File: src/rtl/dds_ctrl_pkg.sv
// Shared constants and types for the DDS frequency-sweep controller.
package dds_ctrl_pkg;

    localparam int FW = 24;
    localparam int DW = 24;

    localparam logic [1:0] MODE_SINGLE = 2'd0;
    localparam logic [1:0] MODE_SAW    = 2'd1;
    localparam logic [1:0] MODE_TRI    = 2'd2;

    typedef enum logic [1:0] {
        IDLE  = 2'd0,
        DWELL = 2'd1,
        STEP  = 2'd2
    } sweep_state_t;

endpackage

File: src/rtl/dds_dwell_timer.sv
// Loadable dwell down-counter; a load value of 0 behaves like 1 so every word
// is held for at least one clock.
module dds_dwell_timer
    import dds_ctrl_pkg::*;
#(
    parameter int DW = dds_ctrl_pkg::DW
) (
    input  logic          clk_100M,
    input  logic          rst_n,
    input  logic          load,
    input  logic [DW-1:0] dwell,
    output logic          zero
);

    logic [DW-1:0] cnt_reg;

    always_ff @(posedge clk_100M or negedge rst_n) begin
        if (!rst_n) begin
            cnt_reg <= '0;
        end else if (load) begin
            cnt_reg <= (dwell == '0) ? '0 : dwell - DW'(1);
        end else if (cnt_reg != '0) begin
            cnt_reg <= cnt_reg - DW'(1);
        end
    end

    assign zero = (cnt_reg == '0);

endmodule

File: src/rtl/dds_sweep_ctrl.sv
// Frequency-sweep scheduler for the DDS phase accumulator: steps the frequency
// word from start toward stop in single, sawtooth or triangle mode.
module dds_sweep_ctrl
    import dds_ctrl_pkg::*;
#(
    parameter int FW = dds_ctrl_pkg::FW,
    parameter int DW = dds_ctrl_pkg::DW
) (
    input  logic          clk_100M,
    input  logic          rst_n,
    input  logic          start,
    input  logic          abort,
    input  logic [1:0]    mode,
    input  logic [FW-1:0] start_fre,
    input  logic [FW-1:0] stop_fre,
    input  logic [FW-1:0] step_fre,
    input  logic [DW-1:0] dwell,
    output logic [FW-1:0] fre,
    output logic          busy,
    output logic          dir_down,
    output logic          done
);

    sweep_state_t  state_reg;
    logic [FW-1:0] fre_reg;
    logic          busy_reg;
    logic          dir_reg;
    logic          done_reg;
    logic [FW-1:0] cfg_start_reg;
    logic [FW-1:0] cfg_stop_reg;
    logic [FW-1:0] cfg_step_reg;
    logic [1:0]    cfg_mode_reg;
    logic [DW-1:0] cfg_dwell_reg;

    logic          degenerate;
    logic          at_stop;
    logic          is_single;
    logic          timer_load;
    logic [DW-1:0] timer_val;
    logic          dwell_zero;
    logic [FW-1:0] step_next;
    logic [FW-1:0] turn_next;

    // One step toward a target, saturating at the target; the extra bit
    // catches carry/borrow so the word can never wrap past it.
    function automatic logic [FW-1:0] step_toward(
        input logic [FW-1:0] cur,
        input logic [FW-1:0] step,
        input logic [FW-1:0] target,
        input logic          down
    );
        logic [FW:0] r;
        if (down) begin
            r = {1'b0, cur} - {1'b0, step};
            if (r[FW] || (r[FW-1:0] <= target)) r = {1'b0, target};
        end else begin
            r = {1'b0, cur} + {1'b0, step};
            if (r[FW] || (r[FW-1:0] >= target)) r = {1'b0, target};
        end
        return r[FW-1:0];
    endfunction

    assign degenerate = (step_fre == '0) || (start_fre == stop_fre);
    assign at_stop    = (fre_reg == cfg_stop_reg);
    assign is_single  = (cfg_mode_reg != MODE_SAW) && (cfg_mode_reg != MODE_TRI);
    assign step_next  = step_toward(fre_reg, cfg_step_reg, cfg_stop_reg, dir_reg);
    assign turn_next  = step_toward(fre_reg, cfg_step_reg, cfg_start_reg, !dir_reg);

    assign timer_load = !abort &&
                        (((state_reg == IDLE) && start && !degenerate) ||
                         (state_reg == STEP));
    assign timer_val  = (state_reg == IDLE) ? dwell : cfg_dwell_reg;

    dds_dwell_timer #(.DW(DW)) u_dwell_timer (
        .clk_100M (clk_100M),
        .rst_n    (rst_n),
        .load     (timer_load),
        .dwell    (timer_val),
        .zero     (dwell_zero)
    );

    always_ff @(posedge clk_100M or negedge rst_n) begin
        if (!rst_n) begin
            state_reg     <= IDLE;
            fre_reg       <= '0;
            busy_reg      <= 1'b0;
            dir_reg       <= 1'b0;
            done_reg      <= 1'b0;
            cfg_start_reg <= '0;
            cfg_stop_reg  <= '0;
            cfg_step_reg  <= '0;
            cfg_mode_reg  <= MODE_SINGLE;
            cfg_dwell_reg <= '0;
        end else begin
            done_reg <= 1'b0;
            if (abort) begin
                state_reg <= IDLE;
                busy_reg  <= 1'b0;
            end else begin
                case (state_reg)
                    IDLE: begin
                        if (start) begin
                            cfg_start_reg <= start_fre;
                            cfg_stop_reg  <= stop_fre;
                            cfg_step_reg  <= step_fre;
                            cfg_mode_reg  <= mode;
                            cfg_dwell_reg <= dwell;
                            fre_reg       <= start_fre;
                            dir_reg       <= (start_fre > stop_fre);
                            if (degenerate) begin
                                done_reg <= 1'b1;
                            end else begin
                                state_reg <= DWELL;
                                busy_reg  <= 1'b1;
                            end
                        end
                    end
                    DWELL: begin
                        if (dwell_zero) begin
                            // A finished single sweep ends in the slot STEP
                            // would occupy, so done and !busy line up there.
                            if (at_stop && is_single) begin
                                state_reg <= IDLE;
                                busy_reg  <= 1'b0;
                                done_reg  <= 1'b1;
                            end else begin
                                state_reg <= STEP;
                            end
                        end
                    end
                    STEP: begin
                        state_reg <= DWELL;
                        if (!at_stop) begin
                            fre_reg <= step_next;
                        end else begin
                            case (cfg_mode_reg)
                                MODE_SAW: fre_reg <= cfg_start_reg;
                                MODE_TRI: begin
                                    cfg_start_reg <= cfg_stop_reg;
                                    cfg_stop_reg  <= cfg_start_reg;
                                    dir_reg       <= !dir_reg;
                                    fre_reg       <= turn_next;
                                end
                                default: begin
                                    state_reg <= IDLE;
                                    busy_reg  <= 1'b0;
                                    done_reg  <= 1'b1;
                                end
                            endcase
                        end
                    end
                    default: state_reg <= IDLE;
                endcase
            end
        end
    end

    assign fre      = fre_reg;
    assign busy     = busy_reg;
    assign dir_down = dir_reg;
    assign done     = done_reg;

endmodule

File: config.mk
export PLATFORM = sky130hd
export DESIGN_NAME = dds_sweep_ctrl
export DESIGN_NICKNAME = d
export VERILOG_FILES = /design/src/rtl/dds_ctrl_pkg.sv /design/src/rtl/dds_dwell_timer.sv /design/src/rtl/dds_sweep_ctrl.sv
export SDC_FILE = /design/constraint.sdc
export NUM_CORES = 1
export LEC_CHECK = 0
export CORE_AREA = 8 8 224 119
export DETAILED_ROUTE_END_ITERATION = 10
export DIE_AREA = 0 0 232 127
export PLACE_DENSITY_LB_ADDON = 0.12
export SLEW_MARGIN = 20
export SYNTH_ARGS = -nofsm -noshare
export SYNTH_HDL_FRONTEND = slang
export SYNTH_HIERARCHICAL = 1
export SYNTH_SLANG_ARGS = --single-unit
File: constraint.sdc
create_clock -name clk_100M -period 13.92 [get_ports clk_100M]
set_clock_uncertainty 0.15 [all_clocks]
set_input_delay 1.392 -clock clk_100M [delete_from_list [all_inputs] [get_ports clk_100M]]
set_output_delay 1.392 -clock clk_100M [all_outputs]
set_load 0.02 [all_outputs]
== Word-level counts from Yosys, hierarchy flattened ==
Index checks and enable logic that the tools add are counted.

* Bits in registers: 151
* Input port bits: 102
* Output and inout port bits: 27
* Word-level logic and storage cells: 116

* $add $sub $neg: 4
* $lt $le $gt $ge: 5
* Eq/ne operators: 18
* Multiplexer cells: 49
* Bitwise logic cells: 1
* Reductions and logical operators: 28

{| class="wikitable"
|+ Operator list
! operator !! number
|-
| $mux W24 || 17
|-
| $pmux W24 S2 || 4
|-
| $logic_not A24 Y1 || 3
|-
| $eq A24 B24 Y1 || 2
|-
| $ge A24 B24 Y1 || 2
|-
| $le A24 B24 Y1 || 2
|-
| $sub A24 B1 Y24 const B || 2
|-
| $add A24 B24 Y25 || 1
|-
| $sub A24 B24 Y25 || 1
|-
| $gt A24 B24 Y1 || 1
|-
| $reduce_bool A24 Y1 || 1
|-
| $mux W1 || 19
|-
| $ne A3 B3 Y1 const B || 6
|-
| $mux W2 || 5
|-
| $reduce_and A7 Y1 || 1
|-
| $logic_or A1 B1 Y1 || 6
|-
| $ne A2 B2 Y1 const B || 3
|-
| $pmux W1 S3 || 2
|-
| $pmux W2 S3 || 1
|-
| $reduce_and A3 Y1 || 2
|-
| $logic_and A1 B1 Y1 || 5
|-
| $reduce_and A5 Y1 || 1
|-
| $eq A2 B1 Y1 const B || 2
|-
| $eq A2 B2 Y1 const B || 2
|-
| 10 further kinds || 14
|}

== Longest topological paths before layout ==
Gate-level depths: netlist of run 1.

* Depth after elaboration: 8
* Gate-level depth with buffers: 25
* Gate-level depth less buffers: 22

== Modules after synthesis ==
The synthesis of run 1 kept the hierarchy.

{| class="wikitable"
|+ By module, submodules not included
! module !! instances !! cells an instance !! area each (µm²) !! seq. area each (µm²)
|-
| dds_sweep_ctrl || 1 || 1,540 || 13,002.5 || 3,178.0
|-
| dds_dwell_timer || 1 || 214 || 1,970.6 || 600.6
|}

== Least setup slack after synthesis of run 1 ==
No wires, ideal clock.

* Path kind: reg-to-reg
* Start: reg fre_reg[3] (netlist: fre[3])
* End: reg fre_reg[19] (netlist: fre[19])
* Library setup time: 138 ps
* Arrival: 4,827 ps
* Required time: 13,632 ps
* Setup slack: 8,805 ps
* Stages on the path, launching flop included: 24
* Buffers on the path: 4
* Period minus slack after synthesis: 5,115 ps
* Cell sequence: dfrtp_1 ha_1 buf_2 nor2_1 a221oi_1 a21oi_1 or4b_2 a31oi_1 o21ai_0 xnor2_1 ha_1 nand4_1 nor4_1 a22oi_1 a32oi_1 or4b_1 buf_6 or2_1 buf_2 buf_6 o22ai_2 a211oi_2 a21oi_2 a21oi_1

* Longest elaborated chain between the ends: 8
* Elaborated cells between the ends (all ways): 22
* Classes of those cells: 2 x add/sub; 4 x order compare; 2 x eq/ne; 9 x mux; 5 x reduce/logical

{| class="wikitable"
|+ Ends and longest elaborated chain
! item !! RTL line !! text
|-
| from (decl) || dds_sweep_ctrl.sv:25 || <nowiki>logic [FW-1:0] fre_reg;</nowiki>
|-
| from (signal assigned) || dds_sweep_ctrl.sv:108 || <nowiki>fre_reg <= start_fre;</nowiki>
|-
| from (signal assigned) || dds_sweep_ctrl.sv:134 || <nowiki>fre_reg <= step_next;</nowiki>
|-
| from (signal assigned) || dds_sweep_ctrl.sv:137 || <nowiki>MODE_SAW: fre_reg <= cfg_start_reg;</nowiki>
|-
| $sub A24 B24 Y25 / $add A24 B24 Y25 (equally long branches) || dds_sweep_ctrl.sv:54, dds_sweep_ctrl.sv:57 ||
|-
| $le A24 B24 Y1 / $ge A24 B24 Y1 (equally long branches) || dds_sweep_ctrl.sv:55, dds_sweep_ctrl.sv:58 ||
|-
| $logic_or A1 B1 Y1, on equally long branches || dds_sweep_ctrl.sv:55, dds_sweep_ctrl.sv:58 ||
|-
| $mux W24, on equally long branches || dds_sweep_ctrl.sv:55, dds_sweep_ctrl.sv:58 ||
|-
| $mux W24 || dds_sweep_ctrl.sv:53 || <nowiki>if (down) begin</nowiki>
|-
| $pmux W24 S2 || dds_sweep_ctrl.sv:136 || <nowiki>case (cfg_mode_reg)</nowiki>
|-
| $mux W24 || dds_sweep_ctrl.sv:133 || <nowiki>if (!at_stop) begin</nowiki>
|-
| $pmux W24 S2 || dds_sweep_ctrl.sv:100 || <nowiki>case (state_reg)</nowiki>
|}

Parallel ways exist; a longest one is shown, timed or not.
A chain may end at the register's enable or synchronous reset.

== Worst setup path in the final report of run 1 ==
* Start: reg fre_reg[0] (netlist: fre[0])
* End: reg fre_reg[21] (netlist: fre[21])

The elaborated chain is that of the path after synthesis.

==> flow_summary.toml, run 1 <==
[timing]
worst_pin_slew_ns = 1.077
max_freq_ghz = 0.1328
post-route-min-period_ns = 7.533
finalSetupViolations = 0
hold_violations = 0
rsz0062_at_grt = "no"
period_share_pct = 54.11
tns_ns = 0
slew_violations = 0
relSlewSlack_pct = 28.23

[placement]
gp_congestion = 1.118
port_buffers = 128
dp_hpwl_mm = 47.00

[global_route]
grt_first_pass_wirelength_mm = 88.49
antenna_found_initial = 0
grt_max_degree = 100
grt.overflow.total = 0
grt_pass1_vias = 14270
grt_use_total_pct = 39.16

[synthesis]
syn-instance-count = 1754
ys_top_cells_by_count = "ha_1 (177), inv_1 (152), dfrtp_1 (151), nand2_1 (126), o21ai_0 (122)"
synth-compound-area-share_pct = 21.02
synth-main-ff-cell = "dfrtp_1"
yosysWarnings = 6
synthTopCellsByArea = "dfrtp_1 (25%), ha_1 (15%), mux2_2 (5.6%)"
syn_nets = 2035
synthArstFlopShare_pct = 100.0
synth_area_per_cell_sq_um = 8.537
ys_seq_area_share_pct = 25.24
synth_top_family_by_area = "compound AO/OA/AOI/OAI gates"
synthDistinctLibCells = 94
synth_xor_area_share_pct = 6.142
synth.area.mux_share_pct = 9.593
netlist_area_sq_um = 14970
ys_seq_elements = 151
synth_top_area_share_pct = 25.24
yosysMostFrequentCell = "ha_1"
synthSimpleGateAreaFrac_pct = 16.65
yosys.area_share.adder_pct = 15.06
synth_edf_count = 0
yosys.area.top_type = "dfrtp_1"

[worst_hold_path]
hold_class = "reg2reg"
hold_path_startpoint = "cfg_dwell_reg[3]"

[drt]
initialDrtViolationCount = 2399
firstDrtPassIters = 7
drc = 0
routed_via_density = 7.043
wire_per_inst_microns = 27.36
ant_nets = 0
route.final.wire_length_mm = 59.30
vias = 15260

[worst_setup_path]
crit_fanout = 18
reg2reg_from = "fre[0]"
worstPathRequired_ns = 14.16
crit_start = "fre[0]"
start_kind = "flop"
crit_arrival_ns = 7.77
worstSetupEndpointType = "flop"
crit_type = "reg2reg"

[cts]
cts.clk_slew.worst_paths_ns = 0.08
clock_sinks = 151
numCtsBuffers = 17
cts_max_level = 4
clockBufferDepth = 2
hold_buffers = 0
cts_resized = 0
cts_tree = "built"
cts-root-buf = "clkbuf_16"
post_cts_buffers = 0
clk_latency_ns = 0.48

[floorplan]
rows = 40
die_h_microns = 127
core_area_sq_um = 23420
num_io_pins = 129
fp.dieW_microns = 232
dieArea_sq_um = 29460
initial_core_util_pct = 63.93

[final_layout]
syn_to_final_growth_pct = 13.65
n_antenna_cell = 0
drive_above_1_share_pct = 9.665
final_nets = 2120

[status]
status = "finished clean"

[flow_run]
cap_violations = 0
[logic make-up after synthesis]
logic type / count (synthesis)
compound gates: 477
simple gates: 474
buf+inv: 234
fa+ha+maj: 179
flops: 151
mux: 134
xor+xnor: 105
[critical path: stages, from the launching register on]
cell and delay (ns):
dfrtp_1 0.43, inv_1 0.09, ha_1 0.17, inv_1 0.05, fa_1 0.41, a21o_1 0.22
a221oi_1 0.72, o221a_2 0.38, o21ai_0 0.23, a21oi_1 0.35, o31ai_1 0.13, xnor2_1 0.48
ha_1 0.23, nand4_1 0.18, nor4_1 0.83, o31a_1 0.32, o21ai_0 0.15, nor2_1 0.39
buf_4 0.34, o2bb2a_1 0.40, a2bb2oi_1 0.37, a31oi_1 0.13, a211oi_1 0.25
[per-stage QoR]
step	hold WS, ns	area [sq um]	std cells	utilization (%)	setup WS, ns
floorplan	0.3211	14970	1754	-	8.805
global placement	0.3323	16450	2135	70.25	7.091
detailed placement	0.3442	16450	2135	70.25	6.992
CTS	0.3608	17020	2167	72.65	6.938
global route	0.3714	17020	2167	72.65	6.445
finish	0.3615	17020	2167	72.65	6.387
[final timing paths]
| check | slack (ns) | to | depth (start not counted) |
|---|---|---|---|
| worst max-delay path | 6.39 | fre[21] | 22 |
| min in group asynchronous | 0.82 | dir_down | 1 |
| worst max register to register | 6.39 | fre[21] | 22 |
| worst min register to register | 0.36 | cfg_dwell_reg[3] | 1 |
| worst min-delay path | 0.36 | cfg_dwell_reg[3] | 1 |
| max in group asynchronous | 11.31 | cfg_step_reg[21] | 2 |
[layout make-up]
class                           count  area (sq um)
Multi-Input combinational cell   1369         10280
Timing Repair Buffer              146          1418
Sequential cell                   151          3779
Fill cell                        1756          6406
Clock inverter                     15         137.6
Tap cell                          315         394.1
Inverter                          154         578.1
Clock buffer                       17         425.4
[cell usage in the layout (no fill, tap or decap), types with 16 or more instances in the layout]
cell and n:
a21o_1 19, o31ai_1 18, buf_4 18, a21oi_1 111, nor2b_1 23, nand4_1 42, nor3_1 43, a211oi_1 29
nor4_1 28, dfrtp_1 151, nand3_1 31, o21ai_0 122, xnor2_1 79, nand2_1 125, mux2i_1 58, o22ai_1 21
inv_1 152, clkbuf_16 17, clkdlybuf4s50_1 127, xor2_1 26, a31oi_1 19, ha_1 176, mux2_2 75, nor2_1 94
o211ai_1 16
[layer usage]
layer	routed length, microns	global-route usage (%)	share of wire, %	up-vias
li1	-	-	-	6617
met4	1511	10.36	2.5	0
met2	22140	49.80	37	1184
met1	25270	55.33	43	7310
met3	10370	21.59	17	151
met5	0	0	0	-
Power of run 1 is not shown: default switching activity piles up to over one toggle a cycle in this logic, so the estimate is an artifact.
==> run 2: changes to the inputs <==
--- a/config.mk
+++ b/config.mk
@@ -5,9 +5,9 @@
 export SDC_FILE = /design/constraint.sdc
 export NUM_CORES = 1
 export LEC_CHECK = 0
-export CORE_AREA = 8 8 224 119
+export CORE_AREA = 8 8 233 123
 export DETAILED_ROUTE_END_ITERATION = 10
-export DIE_AREA = 0 0 232 127
+export DIE_AREA = 0 0 241 131
 export PLACE_DENSITY_LB_ADDON = 0.12
 export SLEW_MARGIN = 20
 export SYNTH_ARGS = -nofsm -noshare
==> constraint.sdc (replaced) <==
create_clock -name clk_100M -period 7 [get_ports clk_100M]
set_clock_uncertainty 0.15 [all_clocks]
set_input_delay 0.7 -clock clk_100M [delete_from_list [all_inputs] [get_ports clk_100M]]
set_output_delay 0.7 -clock clk_100M [all_outputs]
set_load 0.02 [all_outputs]
==> run 2 against run 1 <==
Routed wire length fell by 4.3%. Global-route usage fell by 3.1 points. Final area rose by 1.1%. Critical path depth fell by 1. Sequential cell count did not move. First-iteration DRC count fell by 4.6%. Worst setup slack got worse by 6.2 ns. Count of clock-buffer cells in the layout did not move. Die area rose by 7.2%. Register-to-register slack got worse by 6.2 ns. Hold slack got worse by 0.17 ns. Sequential share of layout area fell by 0.25 points. Critical endpoint is now fre[15]. Largest cell class unchanged.
==> flow_summary.toml, run 2 (synthesis results as in run 1) <==
[worst_setup_path]
crit_fanout = 7
crit_start = "fre[0]"
reg2reg_from = "fre[0]"
start_kind = "flop"
reg2reg_depth = 21
rr_endpoint = "fre[15]"
rrSetupSlack_ns = 0.22
crit_type = "reg2reg"
endpoint = "fre[15]"
crit_arrival_ns = 6.93
worstSetupEndpointType = "flop"
worstPathRequired_ns = 7.15

[timing]
max_freq_ghz = 0.1474
relSlewSlack_pct = 16.94
rsz0062_at_grt = "no"
period_share_pct = 96.92
hold_violations = 0
slew_violations = 0
worst_pin_slew_ns = 1.235
tns_ns = 0
finalSetupViolations = 0
post-route-min-period_ns = 6.784

[drt]
firstDrtPassIters = 6
vias = 14710
wire_per_inst_microns = 25.68
routed_via_density = 6.653
initialDrtViolationCount = 2288
drc = 0
ant_nets = 0
route.final.wire_length_mm = 56.77

[final_layout]
syn_to_final_growth_pct = 14.95
drive_above_1_share_pct = 10.12
multi_input_area_sq_um = 10310
design_area_sq_um = 17210
seqCellArea_sq_um = 3779
fillerInstances = 2166
final_nets = 2126
final_cell_mix = "ha_1 (176), inv_1 (152), dfrtp_1 (151)"
mostFrequentLayoutCell = "ha_1"

[cts]
clk_latency_ns = 0.45
cts_max_level = 4
clock_sinks = 151
cts_tree = "built"
numCtsBuffers = 17
cts.clk_slew.worst_paths_ns = 0.07
cts-root-buf = "clkbuf_16"
clockBufferDepth = 2
hold_buffers = 0

[global_route]
grt_pass1_vias = 13790
grt_use_total_pct = 36.01
antenna_found_initial = 0
grt.overflow.total = 0
grt_max_degree = 100
grt_first_pass_wirelength_mm = 85.46

[placement]
port_buffers = 128
gp_congestion = 1.045
place_area_sq_um = 16540
dp_hpwl_mm = 45.60

[worst_hold_path]
hold_class = "in2async"

[floorplan]
rows = 42
die_h_microns = 131
fp.dieW_microns = 241
core_area_sq_um = 25640
dieArea_sq_um = 31570
num_io_pins = 129
initial_core_util_pct = 58.39

[status]
status = "finished clean"

[flow_run]
cap_violations = 0
run 2: critical path, cell delays in order, from the launching register on:
cell,delay (ns)
dfrtp_1,0.42
inv_1,0.09
ha_1,0.17
inv_1,0.06
fa_1,0.41
a21o_1,0.21
a221oi_1,0.67
o221a_2,0.39
o21ai_0,0.22
a21oi_1,0.33
o31ai_1,0.15
xnor2_2,0.38
ha_1,0.22
nand4_1,0.17
nor4_2,0.63
o31a_1,0.36
o21ai_0,0.13
or2_2,0.44
nor2_1,0.45
mux2i_1,0.25
o221a_2,0.20
o221ai_1,0.10
run 2: per-layer routing:
metal / track usage [%] / vias to the layer above / wire [microns]
met5: 0 / - / 141
met2: 44.81 / 988 / 20680
met4: 8.577 / 2 / 1106
li1: - / 6638 / -
met3: 17.71 / 91 / 9291
met1: 53.35 / 6991 / 25550
run 2: area by class of cell:
| type | count | share of cell area, % |
|---|---|---|
| Clock inverter | 15 | 1.258 |
| Timing Repair Buffer | 152 | 8.498 |
| Sequential cell | 151 | 21.95 |
| Tap cell | 352 | 2.559 |
| Antenna cell | 1 | 0.01454 |
| Clock buffer | 17 | 2.472 |
| Inverter | 154 | 3.359 |
| Multi-Input combinational cell | 1369 | 59.89 |
run 2: timing repair:
| item | in CTS | in global routing |
|---|---|---|
| gates resized for setup | 0 | 4 |
| endpoints found under the setup margin | 0 | 22 |
| setup buffers | 0 | 0 |
run 2: worst min path at each step:
stage,from,end,slack [ns],depth (start not counted)
after floorplan,rst_n,busy,0.25,0
after global placement,cfg_dwell_reg[1],cfg_dwell_reg[1],0.33,1
after detailed placement,cfg_dwell_reg[6],cfg_dwell_reg[6],0.34,1
after CTS,rst_n,fre[0],0.22,1
after global routing,rst_n,fre[0],0.26,1
final,rst_n,fre[0],0.19,1
run 2: stage by stage:
stage / std cells / hold slack, ns / worst slack [ns] / util (%)
final: 2211 / 0.1881 / 0.2157 / 67.12
after global routing: 2210 / 0.2583 / 0.01294 / 67.11
after CTS: 2210 / 0.2228 / 0.1097 / 66.99
after detailed placement: 2178 / 0.3401 / 0.1514 / 64.49
after global placement: 2178 / 0.3323 / 0.1749 / 64.49
after floorplan: 1754 / 0.2544 / 1.885 / -
Power of run 2 is left out for the same reason.
